File: src/rtl/lpcm_multi_sequencer_if.sv
// Sample-stream handshake between the LPCM multi-channel sequencer (master) and its driver (slave).
interface lpcm_multi_sequencer_if #(
    parameter int WIDTH    = 24,
    parameter int CHANNELS = 2,
    parameter int CW       = (CHANNELS > 1) ? $clog2(CHANNELS) : 1
);
    logic             req_valid;
    logic             req_ready;
    logic [WIDTH-1:0] req_sample;
    logic [CW-1:0]    req_channel;
    logic             req_last;
    logic [7:0]       req_latency;

    modport master (output req_valid, req_sample, req_channel, req_last, req_latency,
                    input  req_ready);
    modport slave  (input  req_valid, req_sample, req_channel, req_last, req_latency,
                    output req_ready);
endinterface

File: src/rtl/lpcm_multi_sequencer.sv
// Interleaved multi-channel LPCM generator (ramp/square/noise/constant), frame-counted runs.
// Define LPCM_SEQ_STATS_EN to add the stall_cycles / beats statistics outputs.
module lpcm_multi_sequencer #(
    parameter int WIDTH       = 24,
    parameter int CHANNELS    = 2,
    parameter int HALF_PERIOD = 16,
    parameter int CW          = (CHANNELS > 1) ? $clog2(CHANNELS) : 1
) (
    input  logic                   clk,
    input  logic                   rst_n,
    input  logic                   start,
    input  logic [1:0]             mode,
    input  logic [15:0]            frames,
    input  logic [WIDTH-1:0]       step,
    input  logic [31:0]            seed,
    input  logic [7:0]             latency,
    lpcm_multi_sequencer_if.master req,
    output logic                   busy,
    output logic                   done
`ifdef LPCM_SEQ_STATS_EN
    ,
    output logic [31:0]            stall_cycles,
    output logic [31:0]            beats
`endif
);
    typedef enum logic [1:0] {IDLE, LOAD, RUN, DONE} state_t;

    localparam logic [31:0]      TAPS    = 32'h8020_0003;
    localparam logic [CW-1:0]    LAST_CH = CW'(CHANNELS - 1);
    localparam int               HPW     = (HALF_PERIOD > 1) ? $clog2(HALF_PERIOD) : 1;
    localparam logic [HPW-1:0]   HP_LAST = HPW'(HALF_PERIOD - 1);
    localparam logic [WIDTH-1:0] SQ_POS  = {1'b0, {(WIDTH-1){1'b1}}};
    localparam logic [WIDTH-1:0] SQ_NEG  = {1'b1, {(WIDTH-1){1'b0}}};

    state_t           state;
    logic [1:0]       mode_q;
    logic [15:0]      frames_q;
    logic [15:0]      frame_idx;
    logic [WIDTH-1:0] step_q;
    logic [WIDTH-1:0] ramp_base;
    logic [HPW-1:0]   hp_cnt;
    logic             phase;
    logic [31:0]      lfsr;

    logic             accept, final_beat, hp_wrap, nxt_ph;
    logic [CW-1:0]    nxt_ch;
    logic [WIDTH-1:0] nxt_base;
    logic [HPW-1:0]   nxt_hp;
    logic [31:0]      nxt_lfsr, seed_eff;

    function automatic logic [31:0] lfsr_step(input logic [31:0] v);
        return v[0] ? ((v >> 1) ^ TAPS) : (v >> 1);
    endfunction

    function automatic logic [WIDTH-1:0] gen(input logic [1:0] md, input logic [WIDTH-1:0] base,
                                             input logic [CW-1:0] ch, input logic ph,
                                             input logic [WIDTH-1:0] noise, input logic [WIDTH-1:0] stp);
        case (md)
            2'd0:    return base + WIDTH'(ch);
            2'd1:    return ph ? SQ_NEG : SQ_POS;
            2'd2:    return noise;
            default: return stp;
        endcase
    endfunction

    // Next-beat values; ramp base and square phase only move at frame boundaries.
    always_comb begin
        accept     = req.req_valid && req.req_ready;
        final_beat = req.req_last && (frame_idx == frames_q - 16'd1);
        nxt_ch     = req.req_last ? '0 : req.req_channel + 1'b1;
        nxt_base   = req.req_last ? ramp_base + step_q : ramp_base;
        hp_wrap    = req.req_last && (hp_cnt == HP_LAST);
        nxt_hp     = !req.req_last ? hp_cnt : (hp_wrap ? '0 : hp_cnt + 1'b1);
        nxt_ph     = phase ^ hp_wrap;
        nxt_lfsr   = lfsr_step(lfsr);
        seed_eff   = (seed == 32'd0) ? 32'd1 : seed;
    end

    always_ff @(posedge clk or negedge rst_n) begin
        if (!rst_n) begin
            state           <= IDLE;
            mode_q          <= '0;
            frames_q        <= '0;
            frame_idx       <= '0;
            step_q          <= '0;
            ramp_base       <= '0;
            hp_cnt          <= '0;
            phase           <= 1'b0;
            lfsr            <= 32'd1;
            busy            <= 1'b0;
            done            <= 1'b0;
            req.req_valid   <= 1'b0;
            req.req_sample  <= '0;
            req.req_channel <= '0;
            req.req_last    <= 1'b0;
            req.req_latency <= '0;
        end else begin
            case (state)
                IDLE, DONE: if (start) begin
                    mode_q          <= mode;
                    frames_q        <= frames;
                    step_q          <= step;
                    req.req_latency <= latency;
                    frame_idx       <= '0;
                    ramp_base       <= '0;
                    hp_cnt          <= '0;
                    phase           <= 1'b0;
                    req.req_channel <= '0;
                    if (frames == 16'd0) begin
                        lfsr  <= seed_eff;
                        state <= DONE;
                        done  <= 1'b1;
                    end else begin
                        lfsr  <= lfsr_step(seed_eff);
                        state <= LOAD;
                        busy  <= 1'b1;
                        done  <= 1'b0;
                    end
                end
                LOAD: begin
                    req.req_sample  <= gen(mode_q, ramp_base, '0, phase, lfsr[31 -: WIDTH], step_q);
                    req.req_channel <= '0;
                    req.req_last    <= (LAST_CH == '0);
                    req.req_valid   <= 1'b1;
                    state           <= RUN;
                end
                RUN: if (accept) begin
                    lfsr <= nxt_lfsr;
                    if (final_beat) begin
                        req.req_valid <= 1'b0;
                        req.req_last  <= 1'b0;
                        busy          <= 1'b0;
                        done          <= 1'b1;
                        state         <= DONE;
                    end else begin
                        frame_idx       <= frame_idx + 16'(req.req_last);
                        ramp_base       <= nxt_base;
                        hp_cnt          <= nxt_hp;
                        phase           <= nxt_ph;
                        req.req_channel <= nxt_ch;
                        req.req_last    <= (nxt_ch == LAST_CH);
                        req.req_sample  <= gen(mode_q, nxt_base, nxt_ch, nxt_ph,
                                               nxt_lfsr[31 -: WIDTH], step_q);
                    end
                end
                default: state <= IDLE;
            endcase
        end
    end

`ifdef LPCM_SEQ_STATS_EN
    always_ff @(posedge clk or negedge rst_n) begin
        if (!rst_n) begin
            stall_cycles <= '0;
            beats        <= '0;
        end else if ((state == IDLE || state == DONE) && start) begin
            stall_cycles <= '0;
            beats        <= '0;
        end else begin
            if (req.req_valid && !req.req_ready && stall_cycles != '1)
                stall_cycles <= stall_cycles + 32'd1;
            if (accept && beats != '1)
                beats <= beats + 32'd1;
        end
    end
`endif
endmodule

File: src/flat_wrapper.sv
// flat-port wrapper written by rule: the top's interface ports become plain ports
module lpcm_multi_sequencer_flat 
#(
    parameter int WIDTH       = 24,
    parameter int CHANNELS    = 2,
    parameter int HALF_PERIOD = 16,
    parameter int CW          = (CHANNELS > 1) ? $clog2(CHANNELS) : 1
)
  (clk, rst_n, start, mode, frames, step, seed, latency, busy, done, req_req_valid, req_req_sample, req_req_channel, req_req_last, req_req_latency, req_req_ready);
  lpcm_multi_sequencer_if #(.WIDTH(WIDTH), .CHANNELS(CHANNELS), .CW(CW)) req_i ();
  input  logic clk;
  input  logic rst_n;
  input  logic start;
  input  logic [1:0] mode;
  input  logic [15:0] frames;
  input  logic [WIDTH-1:0] step;
  input  logic [31:0] seed;
  input  logic [7:0] latency;
  output logic busy;
  output logic done;
  output wire logic [$bits(req_i.req_valid)-1:0] req_req_valid;
  output wire logic [$bits(req_i.req_sample)-1:0] req_req_sample;
  output wire logic [$bits(req_i.req_channel)-1:0] req_req_channel;
  output wire logic [$bits(req_i.req_last)-1:0] req_req_last;
  output wire logic [$bits(req_i.req_latency)-1:0] req_req_latency;
  input wire logic [$bits(req_i.req_ready)-1:0] req_req_ready;
  assign req_req_valid = req_i.req_valid;
  assign req_req_sample = req_i.req_sample;
  assign req_req_channel = req_i.req_channel;
  assign req_req_last = req_i.req_last;
  assign req_req_latency = req_i.req_latency;
  assign req_i.req_ready = req_req_ready;
  lpcm_multi_sequencer #(.WIDTH(WIDTH), .CHANNELS(CHANNELS), .HALF_PERIOD(HALF_PERIOD), .CW(CW)) u_core (.clk(clk), .rst_n(rst_n), .start(start), .mode(mode), .frames(frames), .step(step), .seed(seed), .latency(latency), .req(req_i), .busy(busy), .done(done));
endmodule
File: config.mk
export PLATFORM = sky130hd
export DESIGN_NAME = lpcm_multi_sequencer_flat
export DESIGN_NICKNAME = d
export VERILOG_FILES = /design/src/rtl/lpcm_multi_sequencer_if.sv /design/src/rtl/lpcm_multi_sequencer.sv /design/src/flat_wrapper.sv
export SDC_FILE = /design/constraint.sdc
export NUM_CORES = 1
export LEC_CHECK = 0
export ABC_CLOCK_PERIOD_IN_PS = 9140
export BUFFER_PORTS_ARGS = -buffer_cell sky130_fd_sc_hd__buf_2
export CAP_MARGIN = 0
export CORE_ASPECT_RATIO = 0.7
export CORE_MARGIN = 4
export CORE_UTILIZATION = 50
export CTS_BUF_LIST = sky130_fd_sc_hd__clkbuf_8
export DETAILED_ROUTE_END_ITERATION = 8
export GPL_TIMING_DRIVEN = 0
export PLACE_DENSITY = 0.7
export SETUP_SLACK_MARGIN = 0.15
export SYNTH_ARGS = -nofsm -noshare
export SYNTH_HDL_FRONTEND = slang
export SYNTH_SLANG_ARGS = --single-unit
File: constraint.sdc
create_clock -name clk -period 9.14 [get_ports clk]
set_input_delay 1.828 -clock clk [delete_from_list [all_inputs] [get_ports clk]]
set_output_delay 1.828 -clock clk [all_outputs]
set_load 0.01 [all_outputs]
==> results of run 1 <==
[path summary, 6_finish.rpt]
path                                        endpoint  slack [ps]  cells past startpoint
min in group asynchronous         u_core.frames_q[7]        1230                      1
max reg2reg                u_core.req.req_sample[12]        3260                     14
min                         u_core.req.req_sample[8]         480                      2
max in group asynchronous            u_core.lfsr[25]        7000                      2
max                        u_core.req.req_sample[12]        3260                     14
min reg2reg                 u_core.req.req_sample[8]         480                      2
[cells in the mapped netlist, drive strengths merged, types with 7 or more instances]
cell | number | share of area [%]
ha | 31 | 3.6
clkbuf | 48 | 1.7
nand2b | 8 | 0.46
o31ai | 11 | 0.76
nor3 | 27 | 1.2
a22o | 19 | 1.5
nor2b | 12 | 0.69
or2 | 7 | 0.40
or3 | 9 | 0.56
a21o | 14 | 0.96
nand2 | 134 | 4.6
dfrtp | 157 | 36
buf | 29 | 1.6
a22oi | 14 | 1.1
and3 | 7 | 0.47
mux2i | 39 | 3.6
nor4 | 24 | 1.9
and2 | 7 | 0.42
nor2 | 107 | 3.7
inv | 23 | 0.79
a31oi | 18 | 1.0
nand4 | 12 | 0.69
a211oi | 19 | 1.3
o21ai | 126 | 5.9
mux2 | 57 | 5.9
a221oi | 11 | 1.0
xnor2 | 41 | 3.3
or4 | 7 | 0.55
a21oi | 105 | 4.9
xor2 | 18 | 1.4
nand3 | 30 | 1.5
[worst max-delay path, stage by stage (launching register included)]
cell and delay [ps]:
dfrtp_1 630, buf_2 400, clkbuf_1 530, clkbuf_1 590
buf_1 530, clkbuf_1 650, mux2_2 310, ha_1 170
ha_1 200, nor2b_1 210, nand3_1 310, or2_2 400
a31oi_1 200, o21ai_0 270, mux2_2 350
[power breakdown]
group / total [mW] / switching [mW] / internal [mW]
combinational: 2.68 / 1.71 / 0.969
sequential: 1.28 / 0.303 / 0.977
clock: 0.542 / 0.316 / 0.226
total: 4.50 / 2.33 / 2.17
[kinds of logic (layout without fill, tap and decap cells)]
family                     Yosys count  after routing  share of synthesized area, %
DFF                                158            158                          36.2
muxes                               96             96                          9.45
AOI/OAI and AO/OA                  394            394                          23.4
xor gates and xnor gates            59             59                          4.73
buffers and inverters              100            255                          4.02
adders and majority gates           32             32                          3.74
and+or+nand+nor                    404            404                          18.5
other                                0              1                             0
[stage by stage]
step | std cells | hold WS, ps | instance area [µm²] | utilization [%]
after detailed placement | 1642 | 468 | 11900 | 56.5
final | 1675 | 484 | 12300 | 58.3
after floorplan | 1243 | 450 | 10900 | -
after CTS | 1674 | 488 | 12300 | 58.3
after global placement | 1641 | 465 | 11900 | 56.3
after global routing | 1675 | 505 | 12300 | 58.3
[registers in the layout (all words and copies together) (netlist names)]
register / flops
u_core.lfsr: 32
u_core.ramp_base: 24
u_core.req.req_sample: 24
u_core.step_q: 24
u_core.frame_idx: 16
u_core.frames_q: 16
u_core.req.req_latency: 8
u_core.hp_cnt: 4
u_core.mode_q: 2
u_core.state: 2
u_core.busy: 1
u_core.done: 1
u_core.phase: 1
u_core.req.req_channel: 1
u_core.req.req_last: 1
u_core.req.req_valid: 1
[routing by layer]
metal | up-vias | share of wire [%]
met5 | - | 0
met2 | 643 | 39
met4 | 0 | 1.7
met1 | 5147 | 47
met3 | 60 | 12
li1 | 4869 | -
[area by class of cell]
cell class / count / area share [%]
multi-input combinational: 985 / 53.0
sequential: 158 / 32.2
timing repair buffer: 123 / 5.27
buffer: 77 / 2.87
tap: 276 / 2.81
clock buffer: 17 / 1.90
clock inverter: 15 / 1.23
inverter: 23 / 0.702
antenna: 1 / 0.0203
==> out/results.txt, run 1 <==
Synthesized net count: 1,361. In the global route stage, met3 resource usage came out at 8.29%. The sum of negative setup slack was 0 ps; the final count of hold timing violations was 0. The proportion of register bits with asynchronous set or reset after synthesis was 100%; the die height was 132 µm.

The max-cap check violation count is 0. The final route contains 10,719 vias. The count of hold-fix buffers inserted at cts is 0. Synthesis inferred 158 register bits. Detailed placer's ending HPWL: 28,100 µm.

The logs give 17 for the CTS buffer count and 1,243 for the synthesized instance count. The sequential cells in the finished layout cover a total of 0.00396 mm². In this run, post-CTS repair resized a total of 0 instances. The netlist area before placement came out at 0.0109 mm². Counting the fill cells in the layout gives 1,964.

The run gives 5.37 nW as the leakage power. Across the VDD grid, the largest voltage drop is 0.179 mV. The headroom to the max-slew limit is 39.3%. The worst setup path is captured at a flip-flop. The worst setup slack after placement was 3660 ps.

The depth of the CTS H-tree was 4. The effective utilization at floorplan is 51.8%, and the core box area is 0.0211 mm². The die width is 185 µm, and the number of nets at the end of the flow is 1,503.

The type of origin of the critical path was a flip-flop. The floorplan has 44 rows. The combined global-route utilization of all metal layers came out at 29.5%.

Dividing total power by cell area gives a power density of 366 mW/mm². Setup slack closes at 3260 ps. Start point of the worst min-delay path: u_core.req.req_sample[8]. In this run, distinct cell masters in the synthesized netlist total 98. Sequential elements use 36.2% of the synthesized area. In this run, the number of DRC markers left after iteration 0 of detailed routing was 1,291. CTS placed an instance of clkbuf_8 at the clock tree root. Overall power consumption after layout is estimated at 4.50 mW. The most used flip-flop cell after synthesis is dfrtp_1. The number of global-route vias before repair was 9,642. Compared with the post-synthesis result, the final layout area differs by 12.6%. The maximum clock frequency is 0.170 GHz. 123 I/O pins were placed. Subtracting the final worst setup slack from the clock period gives 5880 ps.

Yosys mapped a number of flops with a built-in enable equal to 0. The critical path starts at u_core.req.req_last. The flow ran to the end, and the final reports show no timing, DRC or antenna violations.

Leaving out fill and tap cells, the most frequent cell in the layout is dfrtp_1. In this run the worst hold path is classified as reg2reg. After detailed routing, the total wire length is 36,400 µm. The startpoint identified for the worst register-to-register timing path is u_core.req.req_last.

The tools report the maximum clock skew at final layout as 27.4 ps. The fraction of layout instances using a drive strength above 1 is 19.2%, and the transition time of the tightest slew-check pin is 907 ps. Remaining antenna violation count after routing: 0. The run gives 0.00653 mm² as the area occupied by multi-input gates.

The kind of critical path is reg2reg. Global routing used 47.5% of the available met1 tracks. Summed over all layers, the global routing overflow is 0. The global routing stage identified its most utilized layer as met1. The data arrival time of the worst path is 6270 ps, and the number of antenna violations at the first check in global routing is 1.

Entering global routing, the biggest net connects 108 pins. Dividing the detail-routed via count by the number of cells gives 6.40. Dividing the detail-routed wire length by the instance count gives 21.8 µm. Routability-driven placement finished with a final weighted congestion of 0.987.

At the worst endpoint, the required time is 9530 ps. In the routed design, unresolved DRC markers number 0. For the clock latency at the later pin of the worst-skew pair, the log shows 510 ps.

TritonCTS built the clock tree. The final cycle utilization of the critical path works out to 64.4%. Port buffering added 122 buffers. Of all nets on the critical path, the largest fanout is 10.

After clock tree synthesis, the clock-pin slew on the worst setup and hold paths is 100 ps. The tools report the floorplan die area as 0.0243 mm². Setup repair after global routing left no endpoint under its margin. Global routing used 38.6% of the available met2 tracks. The top cell types in the final layout, fill and taps aside, are dfrtp_1 (157), nand2_1 (133), buf_2 (127). For the detailed-routing iteration count for the pre-antenna-repair pass, the log shows 8. Setup violations remaining at the end of the flow were counted as 0.

The first global-routing pass estimated 56,100 µm of wire. The number of buffers inserted by post-CTS setup repair was 0. Clock tree synthesis found a total of 158 sinks.

The worst-case clock buffer depth is 2. Yosys printed 0 warnings. Number of slew-limit violations in the final report: 0. The synthesized area per cell works out to 8.78 µm².
(Power assumes the default switching activity.)
==> run 2: changes to the inputs <==
Settings changed: ABC_AREA set to 1, ABC_CLOCK_PERIOD_IN_PS 9140 to 5700.
Clock period 9.14 ns to 5.7 ns, I/O delays scaled along.
==> run 2 against run 1 <==
Effect of this change:
- worst setup slack got worse by 1500 ps
- combinational power is 64% lower
- clock-buffer cell count rose by 1
- first-iteration DRC count grew 4.4%
- die area is 4.8% higher
- register-to-register slack got worse by 1500 ps
- largest power group is now sequential cells
==> out/results.txt, run 2 <==
Transition time of the tightest slew-check pin: 940 ps (was 907 ps). The run gives 0.144 mV (was 0.179 mV) as the highest ir drop seen on vdd. The count of flip-flops with a built-in enable after synthesis is 0 (unchanged).

The depth of the CTS H-tree is 4 (unchanged), and the data required time of the worst path is 6120 ps (was 9530 ps). The proportion of register bits with asynchronous set or reset after synthesis was 100% (unchanged). Commonest cells after routing, fill and taps aside: nand2_1 (545), inv_1 (212), dfrtp_1 (157) (was dfrtp_1 (157), nand2_1 (133), buf_2 (127)).

The number of placed instances, taps included is 2,114 (was 1,642), and the I/O pin count is 123 (unchanged). The leftover overflow at the end of global routing is 0 (unchanged), and the number of antenna violations at the first check in global routing is 1 (unchanged). The data arrival time of the worst path was 4320 ps (was 6270 ps); the count of hold-fix buffers inserted at cts was 0 (unchanged).

TritonCTS built the clock tree. The synthesis-to-layout area growth was 12.7% (was 12.6%); the internal cell power was 2.05 mW (was 2.17 mW). The detailed-routing iteration count for the pre-antenna-repair pass was 6 (was 8). For the number of global-route vias before repair, the log shows 10,732 (was 9,642). The headroom to the max-slew limit is 37.1% (was 39.3%). The net switching power of the design was 1.24 mW (was 2.33 mW); the total power was 3.29 mW (was 4.50 mW).

For the number of inserted diodes, the log shows 0 (was 1). Synth cell count leaders: nand2_1 (545), inv_1 (211), dfrtp_1 (157) (was dfrtp_1 (157), nand2_1 (133), o21ai_0 (120)). The combined global-route utilization of all metal layers was 31.6% (was 29.5%); the post-layout minimum cycle time was 3900 ps (was 5880 ps). The type of origin of the critical path is a flip-flop (unchanged). The detailed router's first-iteration violation count came out at 1,348 (was 1,291). The logs give 11,921 (was 10,719) for the number of vias in the routed layout and 0.0115 mm² (was 0.0109 mm²) for the netlist area before placement. The run gives 46 (was 44) as the site row count. The kind of end point of the critical path is a flip-flop (unchanged).

Most area-consuming cells after synthesis: dfrtp_1 (34%), nand2_1 (18%), inv_1 (6.9%) (was dfrtp_1 (36%), mux2_2 (5.9%), o21ai_0 (5.5%)). For the final standard cell count with taps included and fillers excluded, the log shows 2,145 (was 1,675). The detailed placer's ending HPWL was 31,300 µm (was 28,100 µm); the proportion of total power due to net switching was 37.8% (was 51.8%). The synthesized instance count is 1,679 (was 1,243). The clock-pin slew of the registers on the worst-case setup and hold paths is 90 ps (was 100 ps), and the per-cell via count in the routed design is 5.56 (was 6.40).

The wire length of the first global-routing pass was 61,800 µm (was 56,100 µm); the delay of the slowest cell on the worst path was 500 ps (was 650 ps). The run gives 40,000 µm (was 36,400 µm) as the routed wire length. The synthesized net count was 1,797 (was 1,361); the number of distinct library cell variants in the gate-level netlist after synthesis was 60 (was 98).

Setup repair after global routing left no endpoint under its margin. The CTS buffer count was 17 (unchanged); the number of clock sinks was 158 (unchanged). The number of setup violations in the final report is 0 (unchanged), and the number of buffers inserted by post-CTS setup repair is 0 (unchanged). The cell with the largest stage delay on the worst path was dfrtp_1 (was clkbuf_1). The tools report the share of total power in sequential cells as 42.5% (was 28.4%). The floorplan die area came out at 0.0255 mm² (was 0.0243 mm²). The flip-flop count of the largest register after layout was 32 (unchanged). The remaining antenna violation count after routing is 0 (unchanged). The predominant post-synthesis flop cell was dfrtp_1 (unchanged). The highest fanout seen on the critical path is 10 (unchanged), and the portion of the post-synthesis area used by sequential elements is 34.5% (was 36.2%).

The final estimated routing congestion in global placement is 0.994 (was 0.987), and the effective utilization at floorplan is 50.7% (was 51.8%). Die width: 189 µm (was 185 µm). The die height is 135 µm (was 132 µm).

Clock root buffer: clkbuf_8 (unchanged). The maximum clock skew at final layout came out at 17.8 ps (was 27.4 ps). The logs give 0 (unchanged) for the count of warnings emitted by yosys and 500 ps (was 510 ps) for the clock latency at the later pin of the worst-skew pair. The routed wirelength normalized by instance count came out at 18.6 µm (was 21.8 µm).

The most used cell along the critical path was nand2_1 (was clkbuf_1). The share of Yosys cell area claimed by the top area cell type works out to 34.3% (was 36.0%). The worst min-delay path category is reg2reg (unchanged). Biggest area consumer among synthesized cells: dfrtp_1 (unchanged).

The tools report the maximum clock frequency as 0.256 GHz (was 0.170 GHz). The fraction of layout instances using a drive strength above 1 is 13.2% (was 19.2%), and the sum of negative setup slack is 0 ps (unchanged). The tools report the number of nets at the end of the flow as 1,939 (was 1,503). The most common cell in the synthesized netlist was nand2_1 (was dfrtp_1). The run gives 0 (unchanged) as the max-cap check violation count. Number of synthesized register bits: 158 (unchanged). The tools report the count of unresolved DRC violations after routing as 0 (unchanged). The number of stages on the worst hold path was 2 (unchanged); the count of cells resized by post-cts repair was 0 (unchanged).

Most common library cell in the layout ignoring fill and taps: nand2_1 (was dfrtp_1). The register ranked first by flip-flop count is u_core.lfsr (unchanged). The logs give 29.3% (was 59.6%) for the power share of the combinational group and 95 (was 108) for the largest net degree at the start of global routing.

The core box area was 0.0226 mm² (was 0.0211 mm²); the leakage power was 6.72 nW (was 5.37 nW). Cells traversed along the worst timing path: buf_6, buf_2, buf_2, buf_2, nand2_1, o21ai_0, ha_1, ha_1, inv_1, nor2_2, nand2_1, nor2_2, nand2_1, nor2_2, nand4_2, nor2_4, nand3_1, nand2_1, nand3_1, nand2_1, nand2_1, a21oi_1 (was buf_2, clkbuf_1, clkbuf_1, buf_1, clkbuf_1, mux2_2, ha_1, ha_1, nor2b_1, nand3_1, or2_2, a31oi_1, o21ai_0, mux2_2). The number of slew-limit violations in the final report was 0 (unchanged); the synthesized area per cell was 6.83 µm² (was 8.78 µm²). The flow ran to the end, and the final reports show no timing, DRC or antenna violations.

The count of port buffers added during placement was 122 (unchanged). The clock network power share was 28.2% (was 12.0%). Power density over the cells: 255 mW/mm² (was 366 mW/mm²). The tools report the worst-case clock buffer depth as 2 (unchanged). For the final count of hold timing violations, the log shows 0 (unchanged). Count of cells along the worst register-to-register path: 22 (was 14).

Final cycle utilization of the critical path: 68.5% (was 64.4%). The kind of critical path is reg2reg (unchanged).
-- run 2: final cells by class --
| type | instances | area, µm² |
|---|---|---|
| plain buffers | 64 | 324 |
| repair buffers | 123 | 648 |
| well taps | 312 | 390 |
| fillers | 2254 | 9700 |
| clock buffers | 18 | 248 |
| clock inverters | 13 | 165 |
| multi-input cells | 1237 | 6360 |
| inverters | 220 | 828 |
| flip-flops and latches | 158 | 3960 |
-- run 2: logic make-up after synthesis --
kind of cell,synth area share (%)
AO/OA/AOI/OAI,15.1
XOR/XNOR,3.44
adder cells (fa/ha/maj),3.56
buffers and inverters,10.0
flip-flops,34.5
AND/OR/NAND/NOR,33.3
-- run 2: final timing paths --
check	start	endpoint	slack (ps)
max	u_core.req.req_last	u_core.req.req_sample[22]	1800
min	u_core.req.req_sample[1]	u_core.req.req_sample[1]	480
max reg2reg	u_core.req.req_last	u_core.req.req_sample[22]	1800
min in group asynchronous	rst_n	u_core.frame_idx[8]	590
min reg2reg	u_core.req.req_sample[1]	u_core.req.req_sample[1]	480
max in group asynchronous	rst_n	u_core.lfsr[0]	4220
-- run 2: power groups by stage --
stage	Sequential [mW]	Combinational (mW)	Clock (mW)
6_report	1.40	0.963	0.927
4_1_cts	1.39	0.953	0.930
3_5_place_dp	1.41	0.945	0
3_3_place_gp	1.41	0.926	0
5_1_grt	1.41	1.08	0.982
2_1_floorplan	1.37	0.673	0
-- run 2: through the flow --
stage | hold WS (ps) | setup slack, ps | utilization, % | area (µm²)
after global routing | 510 | 1390 | 57.1 | 12900
after detailed placement | 459 | 1940 | 55.3 | 12500
final | 482 | 1800 | 57.1 | 12900
after CTS | 485 | 1870 | 57.1 | 12900
after global placement | 457 | 938 | 55.1 | 12500
after floorplan | 450 | 2720 | - | 11500
-- run 2: routing by layer --
layer  vias up  routed length [µm]  track usage (%)
li1       5740                   -                -
met1      5448               18800             50.2
met2       674               15000             40.8
met3        59                5360             9.95
met4         0                 783             7.85
met5         -                   0                0
-- run 2: worst max-delay path, delay by kind of cell (launching register included) --
family / cells / cell delay, ps
AOI/OAI and AO/OA: 2 / 240
DFF: 1 / 500
buffers and inverters: 5 / 1140
adders and majority gates: 2 / 390
and+or+nand+nor: 13 / 1540
